[src/rtl/bk_mem_arbiter.sv]
// rtl/bk_mem_arbiter.sv - single-port RAM arbiter for video, CPU and DMA requesters
//
// Sequences one RAM access at a time through IDLE -> ISSUE -> WAIT -> DONE.
// Video has absolute priority; CPU beats DMA unless MEMARB_RR_EN is defined,
// in which case CPU and DMA alternate when both are pending.
//
// Ports:
//   clk_sys, reset_n                       clock, synchronous active-low reset
//   vid_req/addr -> vid_dout/valid         video read port
//   cpu_req/we/be/addr/din -> dout/ack     CPU port
//   dma_req/we/addr/din -> dout/ack        DMA port (full-word writes)
//   ram_addr/din/be/rd/we <- ram_dout      physical RAM port
//   grant (0 none, 1 video, 2 CPU, 3 DMA), busy
module bk_mem_arbiter #(
    parameter int AW      = 22,
    parameter int DW      = 16,
    parameter int RAM_LAT = 2
) (
    input  logic          clk_sys,
    input  logic          reset_n,
    input  logic          vid_req,
    input  logic [AW-1:0] vid_addr,
    output logic [DW-1:0] vid_dout,
    output logic          vid_valid,
    input  logic          cpu_req,
    input  logic          cpu_we,
    input  logic [1:0]    cpu_be,
    input  logic [AW-1:0] cpu_addr,
    input  logic [DW-1:0] cpu_din,
    output logic [DW-1:0] cpu_dout,
    output logic          cpu_ack,
    input  logic          dma_req,
    input  logic          dma_we,
    input  logic [AW-1:0] dma_addr,
    input  logic [DW-1:0] dma_din,
    output logic [DW-1:0] dma_dout,
    output logic          dma_ack,
    output logic [AW-1:0] ram_addr,
    output logic [DW-1:0] ram_din,
    output logic [1:0]    ram_be,
    output logic          ram_rd,
    output logic          ram_we,
    input  logic [DW-1:0] ram_dout,
    output logic [1:0]    grant,
    output logic          busy
);

    typedef enum logic [1:0] {S_IDLE, S_ISSUE, S_WAIT, S_DONE} state_t;

    localparam logic [2:0] WAIT_LOAD = 3'(RAM_LAT - 1);

    state_t     state, state_nxt;
    logic [2:0] wait_cnt;
    logic [1:0] pick;
    logic       we_q;

`ifdef MEMARB_RR_EN
    // Set when DMA should win the next CPU/DMA tie.
    logic       rr_dma_next;
`endif

    // Winner selection, only meaningful while in IDLE.
    always_comb begin
        pick = 2'd0;
        if (vid_req) begin
            pick = 2'd1;
        end else if (cpu_req && dma_req) begin
`ifdef MEMARB_RR_EN
            pick = rr_dma_next ? 2'd3 : 2'd2;
`else
            pick = 2'd2;
`endif
        end else if (cpu_req) begin
            pick = 2'd2;
        end else if (dma_req) begin
            pick = 2'd3;
        end
    end

    // State register
    always_ff @(posedge clk_sys) begin
        if (!reset_n) begin
            state <= S_IDLE;
        end else begin
            state <= state_nxt;
        end
    end

    // Next-state logic
    always_comb begin
        state_nxt = state;
        case (state)
            S_IDLE:  if (pick != 2'd0) state_nxt = S_ISSUE;
            S_ISSUE: state_nxt = (RAM_LAT == 1) ? S_DONE : S_WAIT;
            S_WAIT:  if (wait_cnt == 3'd1) state_nxt = S_DONE;
            S_DONE:  state_nxt = S_IDLE;
            default: state_nxt = S_IDLE;
        endcase
    end

    // State-decoded outputs
    always_comb begin
        ram_rd = (state == S_ISSUE) && !we_q;
        ram_we = (state == S_ISSUE) && we_q;
        busy   = (state != S_IDLE);
    end

    // Datapath: request latch, wait counter, completion registers.
    // Ack and dout are loaded on the edge entering DONE so that both are
    // visible together in the DONE cycle.
    always_ff @(posedge clk_sys) begin
        if (!reset_n) begin
            grant     <= 2'd0;
            ram_addr  <= '0;
            ram_din   <= '0;
            ram_be    <= 2'b00;
            we_q      <= 1'b0;
            wait_cnt  <= 3'd0;
            vid_dout  <= '0;
            cpu_dout  <= '0;
            dma_dout  <= '0;
            vid_valid <= 1'b0;
            cpu_ack   <= 1'b0;
            dma_ack   <= 1'b0;
`ifdef MEMARB_RR_EN
            rr_dma_next <= 1'b0;
`endif
        end else begin
            vid_valid <= 1'b0;
            cpu_ack   <= 1'b0;
            dma_ack   <= 1'b0;
            case (state)
                S_IDLE: begin
                    grant <= pick;
                    case (pick)
                        2'd1: begin
                            ram_addr <= vid_addr;
                            ram_din  <= '0;
                            ram_be   <= 2'b11;
                            we_q     <= 1'b0;
                        end
                        2'd2: begin
                            ram_addr <= cpu_addr;
                            ram_din  <= cpu_din;
                            ram_be   <= cpu_be;
                            we_q     <= cpu_we;
`ifdef MEMARB_RR_EN
                            rr_dma_next <= 1'b1;
`endif
                        end
                        2'd3: begin
                            ram_addr <= dma_addr;
                            ram_din  <= dma_din;
                            ram_be   <= 2'b11;
                            we_q     <= dma_we;
`ifdef MEMARB_RR_EN
                            rr_dma_next <= 1'b0;
`endif
                        end
                        default: ;
                    endcase
                end
                S_ISSUE: wait_cnt <= WAIT_LOAD;
                S_WAIT:  wait_cnt <= wait_cnt - 3'd1;
                S_DONE:  grant <= 2'd0;
                default: ;
            endcase

            if (state != S_DONE && state_nxt == S_DONE) begin
                case (grant)
                    2'd1: begin
                        vid_valid <= 1'b1;
                        vid_dout  <= ram_dout;
                    end
                    2'd2: begin
                        cpu_ack <= 1'b1;
                        if (!we_q) cpu_dout <= ram_dout;
                    end
                    2'd3: begin
                        dma_ack <= 1'b1;
                        if (!we_q) dma_dout <= ram_dout;
                    end
                    default: ;
                endcase
            end
        end
    end

endmodule

[config.mk]
export PLATFORM = sky130hd
export DESIGN_NAME = bk_mem_arbiter
export DESIGN_NICKNAME = d
export VERILOG_FILES = /design/src/rtl/bk_mem_arbiter.sv
export SDC_FILE = /design/constraint.sdc
export NUM_CORES = 1
export LEC_CHECK = 0
export ABC_AREA = 1
export CORE_MARGIN = 1
export CORE_UTILIZATION = 36
export CTS_CLUSTER_DIAMETER = 200
export DETAILED_ROUTE_END_ITERATION = 6
export GPL_ROUTABILITY_DRIVEN = 0
export MAX_ROUTING_LAYER = met4
export PLACE_DENSITY = 0.77
export SLEW_MARGIN = 20
export SYNTH_ARGS = -nofsm -noshare
export SYNTH_HDL_FRONTEND = slang
export SYNTH_SLANG_ARGS = --single-unit
[constraint.sdc]
create_clock -name clk_sys -period 1.85 [get_ports clk_sys]
set_clock_uncertainty 0.2 [all_clocks]
set_input_delay 0.2775 -clock clk_sys [delete_from_list [all_inputs] [get_ports clk_sys]]
set_output_delay 0.2775 -clock clk_sys [all_outputs]
set_load 0.02 [all_outputs]
==> reports/summary.md, run 1 <==
## Run status
- outcome: finished with violations
- violations in the final reports: DRC

## Critical path
- endpoint kind of the worst setup timing path: register
- critical path peak fanout: 8
- category of the most critical setup path: reg2reg
- Arrival @ worst endpoint: 1.91 ns
- slowest stage cell, crit path: sky130_fd_sc_hd__dfxtp_4
- worst path cell trace: inv_4 > ha_4 > inv_4 > nor2_4 > nand2_2 > nand2_4 > nand4_1 > buf_6 > clkbuf_16 > nand2_2 > nand2_1 > nor2_1
- crit-path max cell delay: 0.36 ns
- startpoint class of the critical path: register
- Req. time, crit path: 1.93 ns

## Power
- worst supply voltage drop on vdd: 580.5 uV
- total power density per cell area: 1044 mW/mm2
- total chip power: 7.693 mW
- static leakage: 2.962 nW

## Synthesis
- cell count after synthesis: 577
- flop and latch count out of synthesis: 99
- portion of synthesized cell area occupied by the leading cell type: 46.36%
- Synthesis Warnings: 0
- post-synth net total: 706
- leading cell types by total area after synthesis: sky130_fd_sc_hd__dfxtp_1 (46%), sky130_fd_sc_hd__nand2_1 (12%), sky130_fd_sc_hd__a21oi_1 (6.4%)
- Seq/Total Area, Yosys: 46.36%
- mean area per synthesized cell: 7.410 um2
- synthesized cell area: 0.004275 mm2
- post-synthesis cell type with the largest combined area: sky130_fd_sc_hd__dfxtp_1
- library cells used by synthesis: 26

## Global routing
- pin count of the biggest net entering global routing: 40
- overall routing resource usage: 24.36%
- first-pass GRT wire length: 23310 um
- overflow left after global routing: 0
- vias in the first global route: 4749
- antenna violations before repair: 0

## Place
- Buffers on Ports: 218
- sum of net half-perimeters after detailed placement: 10520 um
- Inst Count DP: 923
- post-placement cell area: 0.006675 mm2

## Routing
- per-cell routed wire length: 16.17 um
- via total after detailed routing: 4867
- Pre-Repair DR Iteration Count: 7
- count of routing violations after the opening detailed-route iteration: 428
- DRC: 28
- number of nets with antenna violations after detailed routing: 0
- routed via count divided by cell count: 5.086
- aggregate routed wire length: 15470 um

## Timing
- final critical-path required period: 1.829 ns
- number of max-slew violations in the final report: 0
- slew at the pin closest to its max-slew limit: 0.7019 ns
- Relative slew margins: 53.15%
- Total Negative Setup Slacks: 0 ns
- final number of setup-violating endpoints: 0
- Final Hold Vio Count: 0
- RSZ-0062 raised after global routing: yes
- Period Utilization, post-route: 98.84%
- highest clock rate: 546.9 MHz

## Floorplan
- number of I/O pins: 219
- vertical die dimension: 111.0 um
- Core ar.: 0.01152 mm2
- Starting Density: 37.13%
- std cell rows: 39
- floorplan die width: 111.0 um
- Die ar.: 0.01232 mm2

## Clock tree
- TritonCTS clock tree: yes
- clock transition at the registers of the reported paths: 0.07 ns
- number of buffers on the longest clock path: 2
- number of H-tree levels: 3
- cts bufs inserted: 9
- Clock Sinks: 99
- clock insertion delay at the later pin of the skew report: 0.34 ns
- root buffer selected by CTS: sky130_fd_sc_hd__clkbuf_16

## Cells and area
- Ant. Diodes: 0
- total number of nets in the final design: 938
- commonest non-fill, non-tap cell in the layout: sky130_fd_sc_hd__clkdlybuf4s50_1
- Layout Cells excl Fill: 957
- post-route cell area: 0.007366 mm2
- commonest non-fill, non-tap cells in the layout: sky130_fd_sc_hd__clkdlybuf4s50_1 (212), sky130_fd_sc_hd__nand2_1 (125), sky130_fd_sc_hd__dfxtp_1 (96), sky130_fd_sc_hd__nor2_1 (66), sky130_fd_sc_hd__a21oi_1 (54)
- layout cell share with drive strength beyond 1: 11.92%
- synthesis-to-finish area growth: 72.29%

## Flow run
- count of max-cap constraint violations: 0

## Worst hold path
- min-delay worst type: in2reg

==> worst max-delay path: cells and delay by family, from the launching register on <==
kind          cells  cell delay [ns]
flops             1             0.36
fa+ha+maj         1             0.15
simple gates      7             0.60
buf+inv           4             0.45
==> per-layer routing <==
layer	routed length (um)	vias to the layer above	track usage, %
li1	-	2366	-
met2	7712	230	41.47
met3	1178	29	5.303
met1	6234	2242	28.40
met4	344	0	8.128
met5	0	-	-
==> metrics by stage <==
| step | hold WS, ns | setup slack, ns | util (%) |
|---|---|---|---|
| finish | 0.06598 | 0.02148 | 63.96 |
| global route | 0.1054 | -0.1013 | 63.96 |
| CTS | 0.05983 | -0.02015 | 61.68 |
| detailed placement | 0.2558 | -0.3343 | 57.96 |
| global placement | 0.2490 | -0.2655 | 57.96 |
| floorplan | 0.2124 | 0.001531 | - |
==> state kept, by name (all words and copies together) (netlist names), 2 cells and up <==
| register | count |
|---|---|
| cpu_dout | 16 |
| dma_dout | 16 |
| grant | 2 |
| ram_addr | 22 |
| ram_be | 2 |
| ram_din | 16 |
| state | 2 |
| vid_dout | 16 |
| wait_cnt | 3 |
==> Yosys cell counts, drive strengths merged <==
cell type,instances
nand4,18
o22ai,2
a21oi,56
a31oi,23
nand2,135
inv,53
a22oi,22
nor2,75
ha,6
a221oi,1
buf,25
nand3,4
o21ai,43
dfxtp,99
nor3,1
clkbuf,14
==> layout make-up <==
type / instances / area [um2]
Tap cell: 143 / 178.9
Inverter: 53 / 214.0
Clock buffer: 9 / 225.2
Sequential cell: 99 / 1991
Fill cell: 979 / 4150
Multi-Input combinational cell: 387 / 2002
Timing Repair Buffer: 259 / 2674
Clock inverter: 7 / 81.33
==> power breakdown <==
part	switching, mW	leakage (nW)	total, mW	internal (mW)
Sequential	0.192	0.810	2.65	2.46
Clock	0.883	0.141	1.95	1.07
Combinational	1.60	2.01	3.09	1.50
==> cell families after synthesis <==
| group | share of synthesized area, % |
|---|---|
| buf+inv | 9.657 |
| flops | 46.36 |
| simple gates | 22.65 |
| compound gates | 19.58 |
| fa+ha+maj | 1.756 |
==> worst paths after layout <==
path	endpoint	from	slack, ns	depth (start not counted)
max	dma_dout[14]$_SDFFE_PN0P_	state[0]$_SDFF_PN0_	0.02	12
min	wait_cnt[0]$_SDFFE_PN0P_	reset_n	0.07	3
min reg2reg	vid_dout[6]$_SDFFE_PN0P_	vid_dout[6]$_SDFFE_PN0P_	0.27	2
max reg2reg	dma_dout[14]$_SDFFE_PN0P_	state[0]$_SDFF_PN0_	0.02	12
==> repair_timing <==
item,in CTS,in global routing
hold buffers,0,0
buffers inserted,4,7
endpoints found under the setup margin,44,91
resized for setup,24,42
cloned,3,4
pin swaps,2,14
(Power assumes the default switching activity.)
==> run 2, diff against run 1 <==
--- a/config.mk
+++ b/config.mk
@@ -6,6 +6,7 @@
 export NUM_CORES = 1
 export LEC_CHECK = 0
 export ABC_AREA = 1
+export CORE_ASPECT_RATIO = 0.7
 export CORE_MARGIN = 1
 export CORE_UTILIZATION = 36
 export CTS_CLUSTER_DIAMETER = 200
==> reports/summary.md, run 2 (synthesis gave the netlist of run 1 again) <==
## Critical path
- critical path peak fanout: 6
- startpoint class of the critical path: register
- startpoint of the lowest-slack register-to-register path: state[0]$_SDFF_PN0_
- category of the most critical setup path: reg2reg
- endpoint kind of the worst setup timing path: register
- R2R Path End: cpu_dout[9]$_SDFFE_PN0P_
- slack of the worst reg-to-reg path: -0.02 ns
- Arrival @ worst endpoint: 1.95 ns
- Req. time, crit path: 1.93 ns
- cell count of the worst reg-to-reg path: 12

## Power
- static leakage: 3.026 nW
- worst supply voltage drop on vdd: 516.9 uV
- total power density per cell area: 1043 mW/mm2

## Worst hold path
- hold_sp: vid_dout[7]$_SDFFE_PN0P_
- Worst Hold Path Cells: 2
- min-delay worst type: reg2reg
- Hold Crit Endpoint: vid_dout[7]$_SDFFE_PN0P_

## Run status
- outcome: finished with violations
- violations in the final reports: setup timing

## Floorplan
- Core ar.: 0.01129 mm2
- vertical die dimension: 93.18 um
- Starting Density: 37.87%
- floorplan die width: 132.3 um
- Die ar.: 0.01232 mm2
- std cell rows: 32
- number of I/O pins: 219

## Routing
- via total after detailed routing: 4808
- routed via count divided by cell count: 4.977
- per-cell routed wire length: 15.36 um
- count of routing violations after the opening detailed-route iteration: 205
- aggregate routed wire length: 14840 um
- number of nets with antenna violations after detailed routing: 0
- DRC: 0
- Pre-Repair DR Iteration Count: 5

## Cells and area
- synthesis-to-finish area growth: 71.79%
- Ant. Diodes: 0
- commonest non-fill, non-tap cell in the layout: sky130_fd_sc_hd__clkdlybuf4s50_1
- register containing the most flip-flops in the final layout: ram_addr
- commonest non-fill, non-tap cells in the layout: sky130_fd_sc_hd__clkdlybuf4s50_1 (209), sky130_fd_sc_hd__nand2_1 (120), sky130_fd_sc_hd__dfxtp_1 (97), sky130_fd_sc_hd__nor2_1 (69), sky130_fd_sc_hd__a21oi_1 (52)
- max reg flops: 22
- Layout Cells excl Fill: 966
- layout cell share with drive strength beyond 1: 11.81%
- post-route cell area: 0.007345 mm2
- Fill cells: 917
- total number of nets in the final design: 937

## Timing
- highest clock rate: 534.1 MHz
- Final Hold Vio Count: 0
- Period Utilization, post-route: 101.2%
- slew at the pin closest to its max-slew limit: 0.7422 ns
- final number of setup-violating endpoints: 4
- final setup margin: -0.02246 ns
- final critical-path required period: 1.872 ns
- Relative slew margins: 50.46%
- RSZ-0062 raised after global routing: yes
- number of max-slew violations in the final report: 0
- Min Hold Slack: 0.2609 ns

## Flow run
- count of max-cap constraint violations: 0

## Global routing
- vias in the first global route: 4559
- antenna violations before repair: 0
- pin count of the biggest net entering global routing: 44
- first-pass GRT wire length: 22360 um
- overflow left after global routing: 0
- overall routing resource usage: 23.37%

## Clock tree
- cts bufs inserted: 9
- Clock Sinks: 99
- root buffer selected by CTS: sky130_fd_sc_hd__clkbuf_16
- number of buffers on the longest clock path: 2
- number of H-tree levels: 3
- clock insertion delay at the later pin of the skew report: 0.34 ns
- TritonCTS clock tree: yes
- clock transition at the registers of the reported paths: 0.07 ns

## Place
- Inst Count DP: 937
- Buffers on Ports: 218
- sum of net half-perimeters after detailed placement: 10300 um
- post-placement cell area: 0.006705 mm2

## run 2: changes by cell type in the layout (fill, tap and decap cells not counted), moves of 3 or more
cell and change:
sky130_fd_sc_hd__buf_4 +3, sky130_fd_sc_hd__clkdlybuf4s50_1 -3, sky130_fd_sc_hd__dlymetal6s2s_1 +4, sky130_fd_sc_hd__nand2_1 -5, sky130_fd_sc_hd__nand2_2 +6, sky130_fd_sc_hd__nor2_1 +3
## run 2: final cells by class
class,count,area [um2],area share (%)
well taps,153,191.4,2.606
clock buffers,13,260.3,3.543
inverters,53,211.5,2.879
clock inverters,3,46.29,0.6303
flip-flops and latches,99,1989,27.09
multi-input cells,386,1984,27.02
repair buffers,259,2661,36.24
## run 2: what timing repair did
action	4_1_cts	5_1_grt
pin swaps	0	14
hold buffers	0	0
resized for setup	14	54
cloned	0	3
buffers inserted	0	10
setup endpoints to repair	45	84
hold endpoints to repair	0	0
## run 2: through the flow
step           setup TNS, ns  util (%)  worst slack (ns)  power, mW
3_5_place_dp          -13.32     59.39           -0.2344      5.283
6_report            -0.05803     65.05          -0.02246      7.662
5_1_grt               -2.221     65.05           -0.1392      8.020
4_1_cts                    0     62.12          0.001104      7.235
2_1_floorplan              0         -          0.001531      4.008
3_3_place_gp          -10.02     59.39           -0.1482      5.222
## run 2: layer usage
metal / vias to the layer above / routed length, um / GRT usage (%)
met2: 183 / 6892 / 39.07
met3: 17 / 1015 / 6.070
met1: 2247 / 6754 / 28.13
li1: 2361 / - / -
met5: - / 0 / -
met4: 0 / 176 / 6.226
## run 2: worst max path at each step
stage	from	endpoint	cells past startpoint
6_report	state[0]$_SDFF_PN0_	cpu_dout[9]$_SDFFE_PN0P_	12
5_1_grt	state[0]$_SDFF_PN0_	cpu_dout[9]$_SDFFE_PN0P_	12
4_1_cts	state[1]$_SDFF_PN0_	cpu_dout[2]$_SDFFE_PN0P_	10
3_5_place_dp	cpu_req	ram_addr[14]$_SDFFE_PN0P_	9
3_3_place_gp	cpu_req	ram_addr[8]$_SDFFE_PN0P_	9
2_1_floorplan	state[0]$_SDFF_PN0_	cpu_dout[10]$_SDFFE_PN0P_	9
## run 2: power by group
group | switching, mW | total [mW] | internal [mW]
combinational | 1.58 | 3.08 | 1.51
clock | 0.806 | 1.93 | 1.13
sequential | 0.187 | 2.64 | 2.46
## run 2: worst max-delay path, cell delays in order, from the launching register on
cell	delay, ns
sky130_fd_sc_hd__dfxtp_4	0.36
sky130_fd_sc_hd__inv_6	0.07
sky130_fd_sc_hd__ha_4	0.15
sky130_fd_sc_hd__inv_4	0.04
sky130_fd_sc_hd__nor2_4	0.09
sky130_fd_sc_hd__nand2_2	0.06
sky130_fd_sc_hd__nand2_2	0.08
sky130_fd_sc_hd__buf_6	0.13
sky130_fd_sc_hd__nand4_4	0.18
sky130_fd_sc_hd__buf_12	0.21
sky130_fd_sc_hd__nand2_4	0.05
sky130_fd_sc_hd__nand2_2	0.04
sky130_fd_sc_hd__nor2_1	0.12
